## src/rtl/fetch_pkg.sv

```systemverilog
// Shared types and constants for the instruction-fetch front end.
package fetch_pkg;
    localparam int          XLEN_DEF         = 32;
    localparam int          ILEN_DEF         = 32;
    localparam logic [31:0] RESET_VECTOR_DEF = 32'h0000_0000;
    localparam int          INSTR_BYTES      = 4;

    // One buffered fetch: the address it came from and the instruction word.
    typedef struct packed {
        logic [XLEN_DEF-1:0] pc;
        logic [ILEN_DEF-1:0] instr;
    } ibuf_entry_t;
endpackage

```

## src/rtl/fetch_ibuf.sv

```systemverilog
// Small synchronous FIFO between fetch and decode. The extra count register
// tells full from empty, since the pointers wrap naturally.
module fetch_ibuf
    import fetch_pkg::*;
#(
    parameter type entry_t = ibuf_entry_t,
    parameter int  DEPTH   = 2,
    localparam int AW      = $clog2(DEPTH),
    localparam int CW      = AW + 1
) (
    input  logic          clk,
    input  logic          reset,
    input  logic          push,
    input  logic          pop,
    input  logic          flush,
    input  entry_t        wdata,
    output entry_t        head,
    output logic [CW-1:0] count,
    output logic          full,
    output logic          empty
);
    entry_t        mem [DEPTH];
    logic [AW-1:0] wptr;
    logic [AW-1:0] rptr;

    // Storage, pointers and occupancy; flush drops everything, including a same-cycle pop.
    always_ff @(posedge clk or negedge reset) begin
        if (!reset) begin
            wptr  <= '0;
            rptr  <= '0;
            count <= '0;
            for (int i = 0; i < DEPTH; i++) mem[i] <= '0;
        end else if (flush) begin
            wptr  <= '0;
            rptr  <= '0;
            count <= '0;
        end else begin
            if (push) begin
                mem[wptr] <= wdata;
                wptr      <= wptr + AW'(1);
            end
            if (pop) rptr <= rptr + AW'(1);
            count <= count + CW'(push) - CW'(pop);
        end
    end

    assign head  = mem[rptr];
    assign full  = (count == CW'(DEPTH));
    assign empty = (count == '0);
endmodule

```

## src/rtl/fetch_unit.sv

```systemverilog
// Instruction-fetch front end: PC register, next-PC selection, cache request
// gating and the decode-side instruction buffer.
// Optional feature macro: FETCH_MISALIGN_TRAP_EN (sticky misaligned-redirect trap).
module fetch_unit
    import fetch_pkg::*;
#(
    parameter int             XLEN         = XLEN_DEF,
    parameter int             ILEN         = ILEN_DEF,
    parameter logic [XLEN-1:0] RESET_VECTOR = XLEN'(RESET_VECTOR_DEF),
    parameter int             IBUF_DEPTH   = 2,
    localparam int            CW           = $clog2(IBUF_DEPTH) + 1
) (
    input  logic            clk,
    input  logic            reset,
    output logic            imem_req,
    output logic [XLEN-1:0] imem_addr,
    input  logic            imem_ready,
    input  logic [ILEN-1:0] imem_rdata,
    input  logic            redirect_valid,
    input  logic [XLEN-1:0] redirect_target,
    output logic            dec_valid,
    input  logic            dec_ready,
    output logic [ILEN-1:0] dec_instr,
    output logic [XLEN-1:0] dec_pc,
    output logic [XLEN-1:0] dec_pc_plus4,
`ifdef FETCH_MISALIGN_TRAP_EN
    output logic            misalign_trap,
`endif
    output logic [CW-1:0]   ibuf_count
);
    typedef struct packed {
        logic [XLEN-1:0] pc;
        logic [ILEN-1:0] instr;
    } entry_t;

    logic [XLEN-1:0] pc;
    logic            run;
    logic            push;
    logic            pop;
    logic            flush;
    logic            full;
    logic            empty;
    logic            halt;
    logic            misaligned;
    logic [XLEN-1:0] redirect_pc;
    entry_t          wdata;
    entry_t          head;

    // Low address bits are dropped so the PC always stays word aligned.
    assign redirect_pc = redirect_target & ~XLEN'(INSTR_BYTES - 1);

`ifdef FETCH_MISALIGN_TRAP_EN
    logic trap_q;
    assign misaligned = redirect_valid & (|redirect_target[1:0]);

    // Sticky trap: once a misaligned target is seen, fetch stays frozen until reset.
    always_ff @(posedge clk or negedge reset) begin
        if (!reset) trap_q <= 1'b0;
        else        trap_q <= trap_q | misaligned;
    end

    assign halt          = trap_q;
    assign misalign_trap = trap_q;
`else
    assign misaligned = 1'b0;
    assign halt       = 1'b0;
`endif

    // Fetching starts on the first clock edge after reset is released.
    always_ff @(posedge clk or negedge reset) begin
        if (!reset) run <= 1'b0;
        else        run <= 1'b1;
    end

    assign pop      = dec_valid & dec_ready;
    assign imem_req = run & ~redirect_valid & ~halt & (~full | pop);
    assign push     = imem_req & imem_ready;
    assign flush    = redirect_valid | halt;
    assign imem_addr = pc;

    // PC: redirect beats sequential advance; a stall simply holds.
    always_ff @(posedge clk or negedge reset) begin
        if (!reset) begin
            pc <= RESET_VECTOR;
        end else if (halt) begin
            pc <= pc;
        end else if (redirect_valid) begin
            if (!misaligned) pc <= redirect_pc;
        end else if (push) begin
            pc <= pc + XLEN'(INSTR_BYTES);
        end
    end

    assign wdata.pc    = pc;
    assign wdata.instr = imem_rdata;

    fetch_ibuf #(
        .entry_t (entry_t),
        .DEPTH   (IBUF_DEPTH)
    ) u_ibuf (
        .clk   (clk),
        .reset (reset),
        .push  (push),
        .pop   (pop),
        .flush (flush),
        .wdata (wdata),
        .head  (head),
        .count (ibuf_count),
        .full  (full),
        .empty (empty)
    );

    // Head fields are zeroed while the buffer is empty so decode never sees stale data.
    assign dec_valid    = ~empty & ~halt;
    assign dec_pc       = dec_valid ? head.pc : '0;
    assign dec_instr    = dec_valid ? head.instr : '0;
    assign dec_pc_plus4 = dec_valid ? head.pc + XLEN'(INSTR_BYTES) : '0;
endmodule

```

## config.mk

```make
export PLATFORM = sky130hd
export DESIGN_NAME = fetch_unit
export DESIGN_NICKNAME = d
export VERILOG_FILES = /design/src/rtl/fetch_pkg.sv /design/src/rtl/fetch_ibuf.sv /design/src/rtl/fetch_unit.sv
export SDC_FILE = /design/constraint.sdc
export NUM_CORES = 1
export LEC_CHECK = 0
export CAP_MARGIN = 5
export CORE_UTILIZATION = 37
export DETAILED_ROUTE_END_ITERATION = 6
export PLACE_DENSITY = 0.6
export SETUP_SLACK_MARGIN = 0.05
export SYNTH_ARGS = -nofsm -noshare
export SYNTH_HDL_FRONTEND = slang
export SYNTH_SLANG_ARGS = --single-unit
```

## constraint.sdc

```tcl
create_clock -name clk -period 4.2 [get_ports clk]
set_input_delay 1.05 -clock clk [delete_from_list [all_inputs] [get_ports clk]]
set_output_delay 1.05 -clock clk [all_outputs]
set_load 0.05 [all_outputs]
```

* Word level (Yosys, flattened, before mapping)
Cells that the tools add are included.
Word-level totals: register bits 165, output and inout port bits 132, logic and storage cells 50, bits of input ports 69
Cells by class: $add $sub $neg 6, $lt $le $gt $ge 3, muxes and demuxes 16, bitwise gates (word level) 10, reduce and logical (&&, ||, !) cells 5, equal/unequal tests 1
Operator list (count):
- $mux W64 | 4
- $mux W32 | 5
- $bwmux W128 | 1
- $add A32 B3 Y32 const B | 2
- $demux W64 S1 | 1
- $and A1 B1 Y1 | 4
- $ge A2 B2 Y1 const B | 2
- $mux W1 | 4
- $not A1 Y2 | 2
- $reduce_bool A2 Y1 | 2
- $not A1 Y1 | 3
- $add A1 B1 Y1 const B | 2
- $add A2 B1 Y2 | 1
- $eq A2 B2 Y1 const B | 1
- $logic_not A2 Y1 | 1
- $lt A2 B1 Y1 const B | 1
- $mux W2 | 1
- $reduce_and A2 Y1 | 1
- $sub A2 B1 Y2 | 1
- $logic_and A1 B1 Y1 | 1
- $or A1 B1 Y1 | 1

* Longest topological paths before layout
depth in word-level cells 9, gate-level depth with buffers 12

* Hierarchy
Synthesis repeated with hierarchy kept, for this count alone.
Unflattened totals: cell total of the unflattened synthesis 765, area, all modules 9041.2 um^2
Modules (own cells, without submodules):
- fetch_ibuf | cells an instance 360, instances 1, sequential area each 3303.2 um^2, area each 6058.3 um^2
- fetch_unit | cells an instance 405, instances 1, sequential area each 775.7 um^2, area each 2982.9 um^2

* Worst setup path before layout
Ideal clock, no wire load.
path kind register to output, from register u_ibuf.rptr, to output dec_pc_plus4[30], cell stages (with the launch flop) 13, required time 3.150 ns, data arrival time 3.622 ns, buffers on the path 6, setup slack -0.472 ns, cells stage by stage dfrtp_1 -> buf_6 -> buf_6 -> buf_2 -> buf_2 -> buf_2 -> mux2_2 -> ha_1 -> a21boi_2 -> nand3_1 -> clkbuf_1 -> o31a_1 -> nor3_1
Between the ends: cells in the longest elaborated chain, start to end 6
RTL lines:
- from (decl) | RTL line fetch_ibuf.sv:24 | logic [AW-1:0] rptr;
- from (signal assigned) | RTL line fetch_ibuf.sv:42 | if (pop) rptr <= rptr + AW'(1);
- $not A1 Y2 (not written as such) | RTL line fetch_ibuf.sv:47 | assign head = mem[rptr];
- $mux W64 (not written as such) (3 in series) | RTL line fetch_ibuf.sv:47
- $add A32 B3 Y32 | RTL line fetch_unit.sv:117 | assign dec_pc_plus4 = dec_valid ? head.pc + XLEN'(INSTR_BYTES) : '0;
- $mux W32 | RTL line fetch_unit.sv:117
- to (decl) | RTL line fetch_unit.sv:25 | output logic [XLEN-1:0] dec_pc_plus4,
Every way passes these cells. The select of a mux whose other input is x is not followed.

* Worst setup path after layout
from register u_ibuf.rptr, to output dec_pc_plus4[29]
The elaborated chain is that of the path after synthesis.

==> results.ini <==
[clock_tree]
ctsRootBufferMaster=clkbuf_16
clk_latency_ns=0.42
cts_tree=yes
h-tree-depth=4
cts.sinks=159
numCtsBuffers=17
clk_pin_slew_ns=0.06
cts_buffer_depth=2
hold_buffers=0

[power]
swShare=0.4122
vdd_drop_max_uv=279.8
p_int_mw=4.259
combPwrFrac=0.471
power_mw=7.246
p_switching_mw=2.987
seqPwrFrac=0.311
p_leak_nw=4.768
p_clk_frac=0.219
cellPowerDensity_nw_per_um2=622.5

[critical_path]
cp-start-kind=register
cp.required_ns=3.15
crit_fanout=14
criticalPathCategory=reg -> out
end_kind=primary output
worstPathArrival_ns=3.00

[global_routing]
grtUsageMet1=0.2504
use_met3=0.05262
met2_usage=0.3186
grt_max_degree=78
grtUsageTotal=0.1951
grt_pass1_wl_mm=35.78
grt_busiest_layer=met2
overflow=0
grt_pass1_vias=6525
antenna_found_initial=4

[run]
max_cap_viol_count=0

[floorplan]
ios=201
initial_utilization=0.3801
dieHeight_um=152.4
placementRows=54
core_area_um2=22030
dieArea_um2=23230
die_width_um=152.4

[yosys]
synthCells=778
synth.yosys.seq_area_share=0.4753
yosys-top-cells-area=dfrtp_1 (48%), mux2_2 (12%), mux2i_1 (7.2%)
syn_area_um2=8372
avgSynthCellArea_um2=10.76
ys_ff_latch=159
synth_edf_count=0
post-synth-top-area-fraction=0.4753
synth_area_leader_cell=dfrtp_1
synth_cell_type_count=57
synthArstFlopShare=1.000
yosys_warnings=0
ys.flop_type=dfrtp_1

[sta]
min_period_ns=4.053
min_period_over_period=0.9651
skew_ns=0.008191
hold_viol_final=0
tightest_slew_ns=0.8429
setup_viol=0
fmax_ghz=0.2467
rsz0062_at_grt=no
hold_ws_ns=0.4846
max_slew_margin=0.4334
slew_violations=0

[routing]
drc_errors=26
ant_nets=0
routed_wl_mm=22.17
routed_via_density=5.280
first_pass_iters=7
num_vias=6695
wl_per_cell_um=17.48
first_iter_violations=311

[layout]
post-route-util=0.5284
drive_gt1_frac=0.2041
final_cells=1268
syn_to_final_growth_pct=39.02
fin_nets=1045
fill_cells=1994

[placement]
place_congestion=0.7892
dp.cells=1224
io_buffers=192
dpl.hpwl_mm=15.63

[min_path]
min_path_type=reg -> reg

[outcome]
status=finished with violations
violations=DRC

-- power by group through the flow --
| stage | logic [mW] | clock network, mW | registers (mW) |
|---|---|---|---|
| floorplan | 2.20 | 0 | 2.29 |
| detailed placement | 3.37 | 0 | 2.31 |
| CTS | 3.45 | 1.62 | 2.25 |
| finish | 3.41 | 1.58 | 2.25 |
| global route | 3.62 | 1.68 | 2.31 |
| global placement | 3.35 | 0 | 2.29 |
-- cell families (layout without fill, tap and decap cells) --
logic type | count (synthesis) | count (layout) | synth area share
xor+xnor | 16 | 16 | 0.01674
flops | 159 | 159 | 0.4753
compound gates | 99 | 99 | 0.08579
fa+ha+maj | 4 | 4 | 0.005978
other cells | 2 | 10 | 0.0008971
buf+inv | 65 | 267 | 0.03542
simple gates | 251 | 251 | 0.1441
mux | 182 | 182 | 0.2358
-- metrics by stage --
step           setup TNS [ns]  area, um^2  setup WS, ns
2_1_floorplan        -0.06997        8444      -0.06997
3_3_place_gp                0       10920        0.3472
3_5_place_dp                0       10920        0.3063
4_1_cts                     0       11580       0.04308
5_1_grt                     0       11630       0.05655
6_report                    0       11640        0.1467
-- routing by layer --
metal	wire length (um)	vias to the layer above
li1	-	3207
met1	9941	3277
met2	10410	179
met3	1363	28
met4	431	4
met5	25	-
-- critical path, stage by stage, from the launching register on --
cell      delay [ns]
dfrtp_4         0.50
buf_8           0.17
nand4b_4        0.19
a2111o_1        0.46
or3_4           0.41
or4_1           0.52
and3_1          0.19
buf_6           0.15
-- repair_timing --
| item | 4_1_cts | 5_1_grt |
|---|---|---|
| gates resized for setup | 2 | 4 |
| setup endpoints to repair | 5 | 8 |
| buffers inserted | 5 | 5 |
| pin swaps | 0 | 2 |
-- layout make-up --
cell class	count	area, um^2	area share
Multi-Input combinational cell	559	4214	0.3621
Sequential cell	159	3983	0.3422
Timing Repair Buffer	222	2427	0.2086
Clock buffer	20	446.7	0.03838
Tap cell	280	350.3	0.03010
Clock inverter	12	161.4	0.01387
Inverter	13	48.80	0.004193
Antenna cell	3	7.507	0.0006450
-- synthesized netlist by cell type, drive strengths merged (2+ instances only) --
| cell | instances |
|---|---|
| a211o | 3 |
| o21a | 2 |
| a32oi | 3 |
| o211a | 3 |
| a31oi | 3 |
| mux2i | 60 |
| o31a | 5 |
| nor2 | 87 |
| nand3 | 31 |
| o311ai | 5 |
| ha | 4 |
| nand2 | 58 |
| a21o | 2 |
| conb | 2 |
| or2 | 2 |
| a22oi | 3 |
| o31ai | 8 |
| and2 | 7 |
| or4 | 5 |
| mux2 | 122 |
| nor2b | 4 |
| nand3b | 3 |
| nand4b | 4 |
| o21ai | 22 |
| xor2 | 3 |
| nor3 | 12 |
| dfrtp | 159 |
| a21boi | 2 |
| nor4 | 7 |
| xnor2 | 13 |
| and3 | 2 |
| nand2b | 2 |
| or3 | 4 |
| inv | 13 |
| o211ai | 15 |
| a221o | 6 |
| a21oi | 12 |
| buf | 26 |
| nand4 | 19 |
| nor3b | 3 |
| clkbuf | 26 |
-- sequential cells by signal (all words and copies together) (netlist names) --
name,count
u_ibuf.mem,124
u_ibuf.rptr,1
run,1
imem_addr,30
u_ibuf.count,2
u_ibuf.wptr,1
-- layout by cell type (no fill, tap or decap), types with 8 or more instances in the layout --
cell type,count
xnor2_1,13
mux2_2,88
inv_1,12
nand4_1,19
clkdlybuf4s50_1,163
buf_12,27
o21ai_0,9
dfrtp_1,158
a21oi_1,12
nand3_1,30
nor3_1,8
mux2i_1,60
clkbuf_16,17
buf_4,29
nand2_1,57
mux2_1,34
o211ai_1,15
o21ai_1,13
nor2_1,84
-- path summary, 6_finish.rpt --
kind / endpoint / cells past startpoint / from / slack, ns
worst max-delay path: dec_pc_plus4[29] / 7 / u_ibuf.rptr / 0.15
worst max register to register: imem_addr[22] / 5 / imem_addr[5] / 1.40
worst min-delay path: u_ibuf.mem[67] / 1 / u_ibuf.mem[67] / 0.48
worst min register to register: u_ibuf.mem[67] / 1 / u_ibuf.mem[67] / 0.48
max in group asynchronous: u_ibuf.mem[16] / 2 / reset / 2.68
min in group asynchronous: u_ibuf.mem[41] / 1 / reset / 0.62
Note: power is estimated with default switching activity, not from simulation.
